$ cat config.mk
export PLATFORM = sky130hd
export DESIGN_NAME = ex_muldiv_seq
export DESIGN_NICKNAME = d
export VERILOG_FILES = /design/src/rtl/ex_muldiv_seq.sv
export SDC_FILE = /design/constraint.sdc
export NUM_CORES = 1
export LEC_CHECK = 0
export ABC_AREA = 1
export BUFFER_PORTS_ARGS = -buffer_cell sky130_fd_sc_hd__buf_2
export CAP_MARGIN = 20
export CORE_UTILIZATION = 40
export DETAILED_ROUTE_END_ITERATION = 6
export GPL_TIMING_DRIVEN = 1
export HOLD_SLACK_MARGIN = 0.02
export PLACE_DENSITY = 0.59
export SYNTH_ARGS = -nofsm -noshare
export SYNTH_HDL_FRONTEND = slang
export SYNTH_SLANG_ARGS = --single-unit
export TNS_END_PERCENT = 10
$ cat constraint.sdc
create_clock -name clk -period 4.1 [get_ports clk]
set_input_delay 0.41 -clock clk [delete_from_list [all_inputs] [get_ports clk]]
set_output_delay 0.41 -clock clk [all_outputs]
set_load 0.05 [all_outputs]
$ cat src/rtl/ex_muldiv_seq.sv
// Iterative RV32M multiply/divide sequencer sitting beside the execute stage.
// One shared 34-bit add/subtract datapath serves all eight M-extension ops:
// radix-2 shift-add for multiplies, restoring division for div/rem.
module ex_muldiv_seq #(
  parameter int XLEN  = 32,
  parameter int CNT_W = 5
) (
  input  logic            clk,
  input  logic            rst_n,
  input  logic            DD_md_valid_i,
  input  logic [2:0]      DD_md_op_i,
  input  logic [XLEN-1:0] DD_rs1_data_i,
  input  logic [XLEN-1:0] DD_rs2_data_i,
  input  logic            E_flush_i,
  output logic            M_stall_o,
  output logic            M_valid_o,
  output logic [XLEN-1:0] M_result_o,
  output logic            M_busy_o
);

  typedef enum logic [1:0] {IDLE, BUSY, DONE} state_t;

  localparam logic [XLEN-1:0]  MIN_INT  = {1'b1, {(XLEN-1){1'b0}}};
  localparam logic [XLEN-1:0]  ALL_ONES = '1;
  localparam logic [CNT_W-1:0] LAST_CNT = CNT_W'(XLEN-1);

  state_t           state_q, state_d;
  logic [CNT_W-1:0] cnt_q;
  logic [2:0]       op_q;
  logic             neg_q;
  logic             spec_q;
  logic [XLEN-1:0]  hi_q, lo_q, opnd_q, res_q;

  logic             start;
  logic             is_div, a_signed, b_signed, a_neg, b_neg, neg_in;
  logic             div_zero, div_ovf, special;
  logic [XLEN-1:0]  a_abs, b_abs, spec_res;

  logic [XLEN+1:0]  alu_a, alu_b, alu_y;
  logic [XLEN-1:0]  hi_nxt, lo_nxt;

  logic [2*XLEN-1:0] prod, prod_n;
  logic [XLEN-1:0]   quot_n, rem_n, final_res;

  assign start = DD_md_valid_i & ~E_flush_i & (state_q == IDLE);

  // Decode the incoming op: operand signedness, magnitudes, result sign and the division special cases
  always_comb begin
    is_div   = DD_md_op_i[2];
    a_signed = (DD_md_op_i == 3'd1) | (DD_md_op_i == 3'd2) |
               (DD_md_op_i == 3'd4) | (DD_md_op_i == 3'd6);
    b_signed = (DD_md_op_i == 3'd1) | (DD_md_op_i == 3'd4) | (DD_md_op_i == 3'd6);
    a_neg    = a_signed & DD_rs1_data_i[XLEN-1];
    b_neg    = b_signed & DD_rs2_data_i[XLEN-1];
    a_abs    = a_neg ? (~DD_rs1_data_i + 1'b1) : DD_rs1_data_i;
    b_abs    = b_neg ? (~DD_rs2_data_i + 1'b1) : DD_rs2_data_i;
    neg_in   = (is_div & DD_md_op_i[1]) ? a_neg : (a_neg ^ b_neg);
    div_zero = is_div & (DD_rs2_data_i == '0);
    div_ovf  = ((DD_md_op_i == 3'd4) | (DD_md_op_i == 3'd6)) &
               (DD_rs1_data_i == MIN_INT) & (DD_rs2_data_i == ALL_ONES);
    special  = div_zero | div_ovf;
    if (div_zero) begin
      spec_res = DD_md_op_i[1] ? DD_rs1_data_i : ALL_ONES;
    end else begin
      spec_res = DD_md_op_i[1] ? '0 : MIN_INT;
    end
  end

  // Shared iteration datapath: add for multiply, trial subtract for divide
  always_comb begin
    alu_b = {2'b00, opnd_q};
    if (op_q[2]) begin
      alu_a = {1'b0, hi_q, lo_q[XLEN-1]};
      alu_y = alu_a - alu_b;
      if (!alu_y[XLEN+1]) begin
        hi_nxt = alu_y[XLEN-1:0];
        lo_nxt = {lo_q[XLEN-2:0], 1'b1};
      end else begin
        hi_nxt = alu_a[XLEN-1:0];
        lo_nxt = {lo_q[XLEN-2:0], 1'b0};
      end
    end else begin
      alu_a = {2'b00, hi_q};
      alu_y = alu_a + alu_b;
      if (lo_q[0]) begin
        hi_nxt = alu_y[XLEN:1];
        lo_nxt = {alu_y[0], lo_q[XLEN-1:1]};
      end else begin
        hi_nxt = {1'b0, hi_q[XLEN-1:1]};
        lo_nxt = {hi_q[0], lo_q[XLEN-1:1]};
      end
    end
  end

  // Sign-correct and select the final result from the accumulator
  always_comb begin
    prod   = {hi_q, lo_q};
    prod_n = neg_q ? (~prod + 1'b1) : prod;
    quot_n = neg_q ? (~lo_q + 1'b1) : lo_q;
    rem_n  = neg_q ? (~hi_q + 1'b1) : hi_q;
    if (spec_q) begin
      final_res = lo_q;
    end else if (op_q == 3'd0) begin
      final_res = prod_n[XLEN-1:0];
    end else if (!op_q[2]) begin
      final_res = prod_n[2*XLEN-1:XLEN];
    end else if (op_q[1]) begin
      final_res = rem_n;
    end else begin
      final_res = quot_n;
    end
  end

  // State register
  always_ff @(posedge clk or negedge rst_n) begin
    if (!rst_n) begin
      state_q <= IDLE;
    end else begin
      state_q <= state_d;
    end
  end

  // Next-state and handshake outputs; flush wins over start and completion
  always_comb begin
    state_d   = state_q;
    M_valid_o = 1'b0;
    case (state_q)
      IDLE: begin
        if (start) begin
          state_d = special ? DONE : BUSY;
        end
      end
      BUSY: begin
        if (E_flush_i) begin
          state_d = IDLE;
        end else if (cnt_q == LAST_CNT) begin
          state_d = DONE;
        end
      end
      DONE: begin
        state_d   = IDLE;
        M_valid_o = ~E_flush_i;
      end
      default: state_d = IDLE;
    endcase
    M_stall_o  = start | (state_q == BUSY);
    M_busy_o   = (state_q != IDLE);
    M_result_o = M_valid_o ? final_res : res_q;
  end

  // Working registers: load operands on accept, iterate in BUSY, keep the last result
  always_ff @(posedge clk or negedge rst_n) begin
    if (!rst_n) begin
      cnt_q  <= '0;
      op_q   <= '0;
      neg_q  <= 1'b0;
      spec_q <= 1'b0;
      hi_q   <= '0;
      lo_q   <= '0;
      opnd_q <= '0;
      res_q  <= '0;
    end else begin
      if (start) begin
        op_q   <= DD_md_op_i;
        cnt_q  <= '0;
        hi_q   <= '0;
        spec_q <= special;
        if (special) begin
          neg_q  <= 1'b0;
          lo_q   <= spec_res;
          opnd_q <= '0;
        end else if (is_div) begin
          neg_q  <= neg_in;
          lo_q   <= a_abs;
          opnd_q <= b_abs;
        end else begin
          neg_q  <= neg_in;
          lo_q   <= b_abs;
          opnd_q <= a_abs;
        end
      end else if (state_q == BUSY) begin
        if (E_flush_i) begin
          cnt_q <= '0;
        end else begin
          cnt_q <= cnt_q + 1'b1;
          hi_q  <= hi_nxt;
          lo_q  <= lo_nxt;
        end
      end
      if (M_valid_o) begin
        res_q <= final_res;
      end
    end
  end

endmodule

==> results of run 1 <==
[cells in the final DEF (no fill, tap or decap), drive strengths merged, types with 4 or more instances in the layout]
| cell type | netlist | layout |
|---|---|---|
| buf | 44 | 148 |
| dfrtp | 140 | 140 |
| nand4 | 42 | 42 |
| o21bai | 7 | 7 |
| a31oi | 6 | 6 |
| ha | 71 | 71 |
| xor2 | 60 | 60 |
| o21ai | 321 | 321 |
| o22ai | 9 | 9 |
| o31ai | 5 | 5 |
| nand3 | 334 | 334 |
| nand3b | 15 | 15 |
| nand2 | 1052 | 1052 |
| clkbuf | 78 | 17 |
| a21oi | 220 | 220 |
| o21a | 4 | 4 |
| o221ai | 4 | 4 |
| o211ai | 13 | 13 |
| nor4 | 7 | 7 |
| nor2 | 379 | 379 |
| xnor2 | 6 | 6 |
| inv | 337 | 346 |
| nor3 | 27 | 27 |
| clkinv | 3 | 5 |
| or2 | 15 | 15 |
[cell type report]
| type | count | area (sq um) |
|---|---|---|
| flip-flops and latches | 140 | 3510 |
| multi-input cells | 2612 | 12700 |
| clock inverters | 15 | 193 |
| well taps | 592 | 741 |
| repair buffers | 149 | 877 |
| fillers | 4997 | 24600 |
| clock buffers | 17 | 425 |
| inverters | 340 | 1290 |
[power breakdown]
part,switching [mW],leakage (nW),internal (mW)
Combinational,7.95,7.92,3.12
Sequential,0.886,1.76,1.89
Clock,0.782,0.301,0.928
[through the flow]
step           hold slack, ns  util [%]  cells  power (mW)
2_1_floorplan           0.114         -   3214        10.0
3_3_place_gp            0.458      43.0   3832        13.5
3_5_place_dp            0.464      43.0   3832        13.5
4_1_cts                 0.263      44.4   3865        15.3
5_1_grt                 0.310      44.4   3865        16.7
6_report                0.286      44.4   3865        15.6
[registers in the layout (all words and copies together), names as in the netlist]
signal / cells
state_q: 2
cnt_q: 5
hi_q: 32
opnd_q: 32
res_q: 32
op_q: 3
lo_q: 32
spec_q: 1
neg_q: 1
[cells by family after synthesis]
family / synth area share, %
flip-flops: 19.5
XOR/XNOR: 3.21
buffers and inverters: 10.3
multiplexers: 0.0557
adder cells (fa/ha/maj): 5.16
AND/OR/NAND/NOR: 44.0
AO/OA/AOI/OAI: 17.7
[metal layers]
layer / vias up / global-route usage [%] / part of all wire (%)
li1: 10570 / - / -
met1: 10334 / 49.9 / 43
met2: 964 / 56.4 / 43
met3: 178 / 5.63 / 7.9
met4: 0 / 20.2 / 5.5
met5: - / 0 / 0
[critical path: stages (launching register included)]
cell and delay (ns):
dfrtp_1 0.76, nor2_1 0.22, nor2_2 0.44, inv_1 0.45, o21ai_0 0.19, a21oi_1 0.07, nor2_1 0.25, o21ai_0 0.33
nand2_1 0.15, nand2_1 0.08, buf_2 0.22
[timing repair]
item                       in CTS  in global routing
hold endpoints to repair       37                  0
pin swaps                       0                  1
buffers inserted                0                  0
resized for setup               1                  5
cloned                          0                  0
hold buffers                    1                  0
setup endpoints to repair       1                  4
[worst max path at each step]
stage | slack [ns] | to | from | cells past startpoint
3_3_place_gp | 0.57 | M_result_o[18] | hi_q[1]$_DFFE_PN0P_ | 14
5_1_grt | 0.01 | M_result_o[18] | hi_q[0]$_DFFE_PN0P_ | 14
3_5_place_dp | 0.55 | M_result_o[18] | hi_q[1]$_DFFE_PN0P_ | 14
4_1_cts | 0.11 | M_result_o[14] | hi_q[0]$_DFFE_PN0P_ | 12
2_1_floorplan | 0.71 | M_result_o[2] | lo_q[0]$_DFFE_PN0P_ | 13
6_report | 0.04 | M_result_o[11] | op_q[1]$_DFFE_PN0P_ | 10
==> summary.md, run 1 <==
| Metric | Value |
|---|---|
| CTS Root Cell | `clkbuf_16` |
| Fin. max-slew vios | `0` |
| Die Footprint | `45800 sq um` |
| Post-synthesis sequential area ratio | `19.5%` |
| R2r setup slk | `0.96 ns` |
| Most used DFF post-synth | `dfrtp_1` |
| EDFF count, synth | `0` |
| Row cnt | `77` |
| Die Ht | `214 um` |
| Clock sink count | `140` |
| Final wirelength | `85400 um` |
| Clock Tree Buf Depth | `2` |
| Clock latency at the later pin of the worst-skew pair | `0.49 ns` |
| Reg2reg start | `hi_q[11]$_DFFE_PN0P_` |
| Worst vdd ir | `0.000639 V` |
| Clock transition at path regs | `0.07 ns` |
| Worst setup SP type | `register` |
| Synth Net Count | `3358` |
| Routed WL per cell | `22.1 um` |
| Largest net degree at the start of global routing | `78` |
| Total GRT Usage | `36.9%` |
| Number of DRC markers in iteration 0 | `2368` |
| Proportion of layout cells with a drive suffix above 1 | `8.19%` |
| Post-layout net count | `3404` |
| Worst hold path stage count | `3` |
| Synth top area share | `21.4%` |
| Ys async rst share | `100%` |
| CTS tree | `yes` |
| Vias in the first global route | `20237` |
| Worst path required time | `3.69 ns` |
| DP HPWL | `68200 um` |
| Worst Min Path Start | `DD_md_op_i[0]` |
| Headroom to the max-slew limit | `42.9%` |
| DRC | `0` |
| Status | `finished clean` |
| P&R area growth vs syn | `9.46%` |
| Leak | `9.98 nW` |
| Grt ovf | `0` |
| Cells after Synth | `3214` |
| Final antenna diode count | `0` |
| Starting Density | `40.6%` |
| Worst EP arrival | `3.65 ns` |
| Worst hold path type | `in -> reg` |
| Leading area contributor after synthesis | `nand2_1` |
| Port Buf Inserts | `105` |
| Synth Area per Inst | `5.60 sq um` |
| Max Fclk | `246 MHz` |
| Post-synth cell types | `59` |
| ANT nets after route | `0` |
| Setup CP Type | `reg -> out` |
| Total negative setup slack | `0 ns` |
| GPL Wtd Cong | `1.03` |
| Register-to-Register Path Depth | `11` |
| # setup viols final | `0` |
| Antenna violations before repair | `1` |
| First-pass GRT wire length | `128000 um` |
| Final worst-path cycle share | `99.1%` |
| Fin crit period | `4.06 ns` |
| Number of CTS-inserted buffers | `17` |
| Top-count cell post-synth | `nand2_1` |
| Final Hold Viols | `0` |
| Placeable Area | `44300 sq um` |
| Critical R2R Capture | `hi_q[5]$_DFFE_PN0P_` |
| Cell Pwr Density | `790 nW/um^2` |
| Crit Path Max Fanout | `16` |
| Total number of vias | `22046` |
| Final instance area | `19700 sq um` |
| Max-cap violation count | `0` |
| RSZ-0062 raised after global routing | `no` |
| Worst slew pin tran | `0.856 ns` |
| Top post-synthesis cells by area | `nand2_1, dfrtp_1, nand3_1` |
| DR pass1 iterations | `6` |
| Synth Cell Area | `18000 sq um` |
| Chip Width | `214 um` |
| Yosys warning count | `0` |
| Fin worst setup slack | `0.0361 ns` |
| Via-per-instance ratio | `5.70` |
| Synth Register Bits | `140` |
| CTS H-tree depth | `4` |
| Hold Path End | `op_q[0]$_DFFE_PN0P_` |
| Pre-CTS WS | `0.545 ns` |
| Worst Setup End Kind | `output pin` |
| Setup Skew | `0.0144 ns` |
| Commonest cells post-synth | `nand2_1, nor2_1, nand3_1` |
| DP Area | `19000 sq um` |
| Top-Level Pins | `106` |
Note: power is estimated with default switching activity, not from simulation.
==> run 2: changes to the inputs <==
- PLACE_DENSITY: 0.59 -> 0.62
- REMOVE_ABC_BUFFERS: unset -> 1
==> run 2 against run 1 <==
Power decreased by 2.2%. Sequential share of layout area about the same. Utilization down 0.059 points. Clock skew grew 0.0021 ns. Fmax increased by 6.1%. Hold slack better by 0.032 ns. First-iteration DRC count is 0.84% higher. Die area unchanged. Via count decreased by 1.5%. Critical path depth increased by 3. Global-route usage decreased by 3.1 points. Combinational power is essentially flat.
==> summary.md, run 2 (synthesis gave the netlist of run 1 again) <==
| Metric | Value |
|---|---|
| Status | `finished clean (unchanged)` |
| Fin Hold WS | `0.319 ns (was 0.286 ns)` |
| Number of DRC markers in iteration 0 | `2388 (was 2368)` |
| GPL Wtd Cong | `1.07 (was 1.03)` |
| Routed WL per cell | `20.1 um (was 22.1 um)` |
| Largest net degree at the start of global routing | `76 (was 78)` |
| DR pass1 iterations | `6 (unchanged)` |
| Most frequent cells in the layout | `nand2_1, nor2_1, nand3_1 (unchanged)` |
| Crit Path Max Fanout | `5 (was 16)` |
| # setup viols final | `0 (unchanged)` |
| CTS tree | `yes (unchanged)` |
| Top-Level Pins | `106 (unchanged)` |
| Grt ovf | `0 (unchanged)` |
| Final worst-path cycle share | `93.4% (was 99.1%)` |
| Total GRT Usage | `33.8% (was 36.9%)` |
| Placeable Area | `44300 sq um (unchanged)` |
| Pre-CTS WS | `0.955 ns (was 0.545 ns)` |
| Total negative setup slack | `0 ns (unchanged)` |
| Vias in the first global route | `19647 (was 20237)` |
| Port Buf Inserts | `105 (unchanged)` |
| Worst vdd ir | `0.000417 V (was 0.000639 V)` |
| Worst EP arrival | `3.42 ns (was 3.65 ns)` |
| Worst hold path type | `in -> reg (unchanged)` |
| Top sig layer | `met4 (unchanged)` |
| Clock latency at the later pin of the worst-skew pair | `0.50 ns (was 0.49 ns)` |
| Setup CP Type | `reg -> out (unchanged)` |
| Headroom to the max-slew limit | `31.4% (was 42.9%)` |
| Post-CTS Setup Inserts | `0 (unchanged)` |
| DP HPWL | `62000 um (was 68200 um)` |
| Die Ht | `214 um (unchanged)` |
| Crit path launch | `lo_q[1]$_DFFE_PN0P_ (was op_q[1]$_DFFE_PN0P_)` |
| Fin worst setup slack | `0.270 ns (was 0.0361 ns)` |
| Die Footprint | `45800 sq um (unchanged)` |
| Number of CTS-inserted buffers | `17 (unchanged)` |
| Clock transition at path regs | `0.07 ns (about the same)` |
| Antenna violations before repair | `0 (was 1)` |
| CTS H-tree depth | `4 (unchanged)` |
| Reg2reg start | `hi_q[19]$_DFFE_PN0P_ (was hi_q[11]$_DFFE_PN0P_)` |
| Cell Pwr Density | `774 nW/um^2 (was 790 nW/um^2)` |
| Fin crit period | `3.83 ns (was 4.06 ns)` |
| Met1 wire length | `34300 um (was 36800 um)` |
| ANT nets after route | `0 (unchanged)` |
| Via-per-instance ratio | `5.62 (was 5.70)` |
| Post-CTS Resized | `0 (was 1)` |
| Row cnt | `77 (unchanged)` |
| Most common cell after layout, fill and taps aside | `nand2_1 (unchanged)` |
| Max-cap violation count | `0 (unchanged)` |
| Final antenna diode count | `0 (unchanged)` |
| P&R area growth vs syn | `9.31% (was 9.46%)` |
| RSZ-0062 raised after global routing | `no (unchanged)` |
| CTS Root Cell | `clkbuf_16 (unchanged)` |
| Final wirelength | `77700 um (was 85400 um)` |
| Clock sink count | `140 (unchanged)` |
| Metal2 WL | `32400 um (was 37100 um)` |
| Worst slew pin tran | `1.03 ns (was 0.856 ns)` |
| Setup Skew | `0.0164 ns (was 0.0144 ns)` |
| Metal3 WL | `7240 um (was 6760 um)` |
| Clock Tree Buf Depth | `2 (unchanged)` |
| Leak | `9.97 nW (was 9.98 nW)` |
| Worst Setup End Kind | `output pin (unchanged)` |
| First-pass GRT wire length | `119000 um (was 128000 um)` |
| Fin. max-slew vios | `0 (unchanged)` |
| Chip Width | `214 um (unchanged)` |
| Post-layout net count | `3405 (was 3404)` |
| Worst Min Path Start | `DD_rs1_data_i[0] (was DD_md_op_i[0])` |
| Total number of vias | `21716 (was 22046)` |
| Final Hold Viols | `0 (unchanged)` |
| Fill cells | `5021 (was 4997)` |
| Worst setup SP type | `register (unchanged)` |
| Starting Density | `40.6% (unchanged)` |
| Proportion of layout cells with a drive suffix above 1 | `8.06% (was 8.19%)` |
| Max Fclk | `261 MHz (was 246 MHz)` |
| Tot Pwr | `15.2 mW (was 15.6 mW)` |
| Worst path required time | `3.69 ns (about the same)` |
| DRC | `0 (unchanged)` |
-- run 2: layer usage --
metal | track usage (%) | vias to the layer above
met2 | 49.8 | 1056
met4 | 16.1 | 0
li1 | - | 10572
met5 | 0 | -
met3 | 5.87 | 152
met1 | 47.6 | 9936
-- run 2: per-stage QoR --
| stage | cells | instance area, sq um | utilization [%] |
|---|---|---|---|
| floorplan | 3092 | 17400 | - |
| global placement | 3833 | 19000 | 43.0 |
| detailed placement | 3833 | 19000 | 43.0 |
| CTS | 3866 | 19700 | 44.4 |
| global route | 3866 | 19700 | 44.4 |
| finish | 3866 | 19700 | 44.4 |
-- run 2: power breakdown --
part | switching, mW | internal, mW
clock network | 0.763 | 0.886
registers | 0.922 | 1.89
logic | 7.63 | 3.12
total | 9.32 | 5.89
-- run 2: worst max-delay path, stage by stage (launching register included) --
cell and delay (ns):
dfrtp_1 0.40, inv_1 0.15, ha_1 0.21, nand3_2 0.12, nor2_1 0.16, nand2_1 0.12
inv_1 0.06, nand2_1 0.11, nand2_1 0.15, nand2_1 0.09, o21ai_0 0.49, a21boi_0 0.20
o21ai_0 0.33, buf_2 0.33
-- run 2: area by class of cell --
class | instances | area, sq um | share of cell area [%]
clock inverters | 14 | 166 | 0.846
repair buffers | 150 | 885 | 4.50
inverters | 340 | 1280 | 6.53
multi-input cells | 2612 | 12600 | 64.3
flip-flops and latches | 140 | 3510 | 17.8
clock buffers | 18 | 439 | 2.23
well taps | 592 | 741 | 3.77
-- run 2: worst paths after layout --
path,end,slack [ns],cells after the start
max,M_result_o[6],0.27,13
min,opnd_q[0]$_DFFE_PN0P_,0.32,3
max reg2reg,hi_q[11]$_DFFE_PN0P_,1.02,11
min reg2reg,res_q[3]$_DFF_PN0_,0.47,2
max in group asynchronous,neg_q$_DFFE_PN0P_,2.68,3
min in group asynchronous,res_q[26]$_DFF_PN0_,0.49,2
-- run 2: repair_timing --
| item | CTS | global route |
|---|---|---|
| hold buffers | 1 | 0 |
| endpoints found under the setup margin | 0 | 0 |
| endpoints found under the hold margin | 61 | 0 |
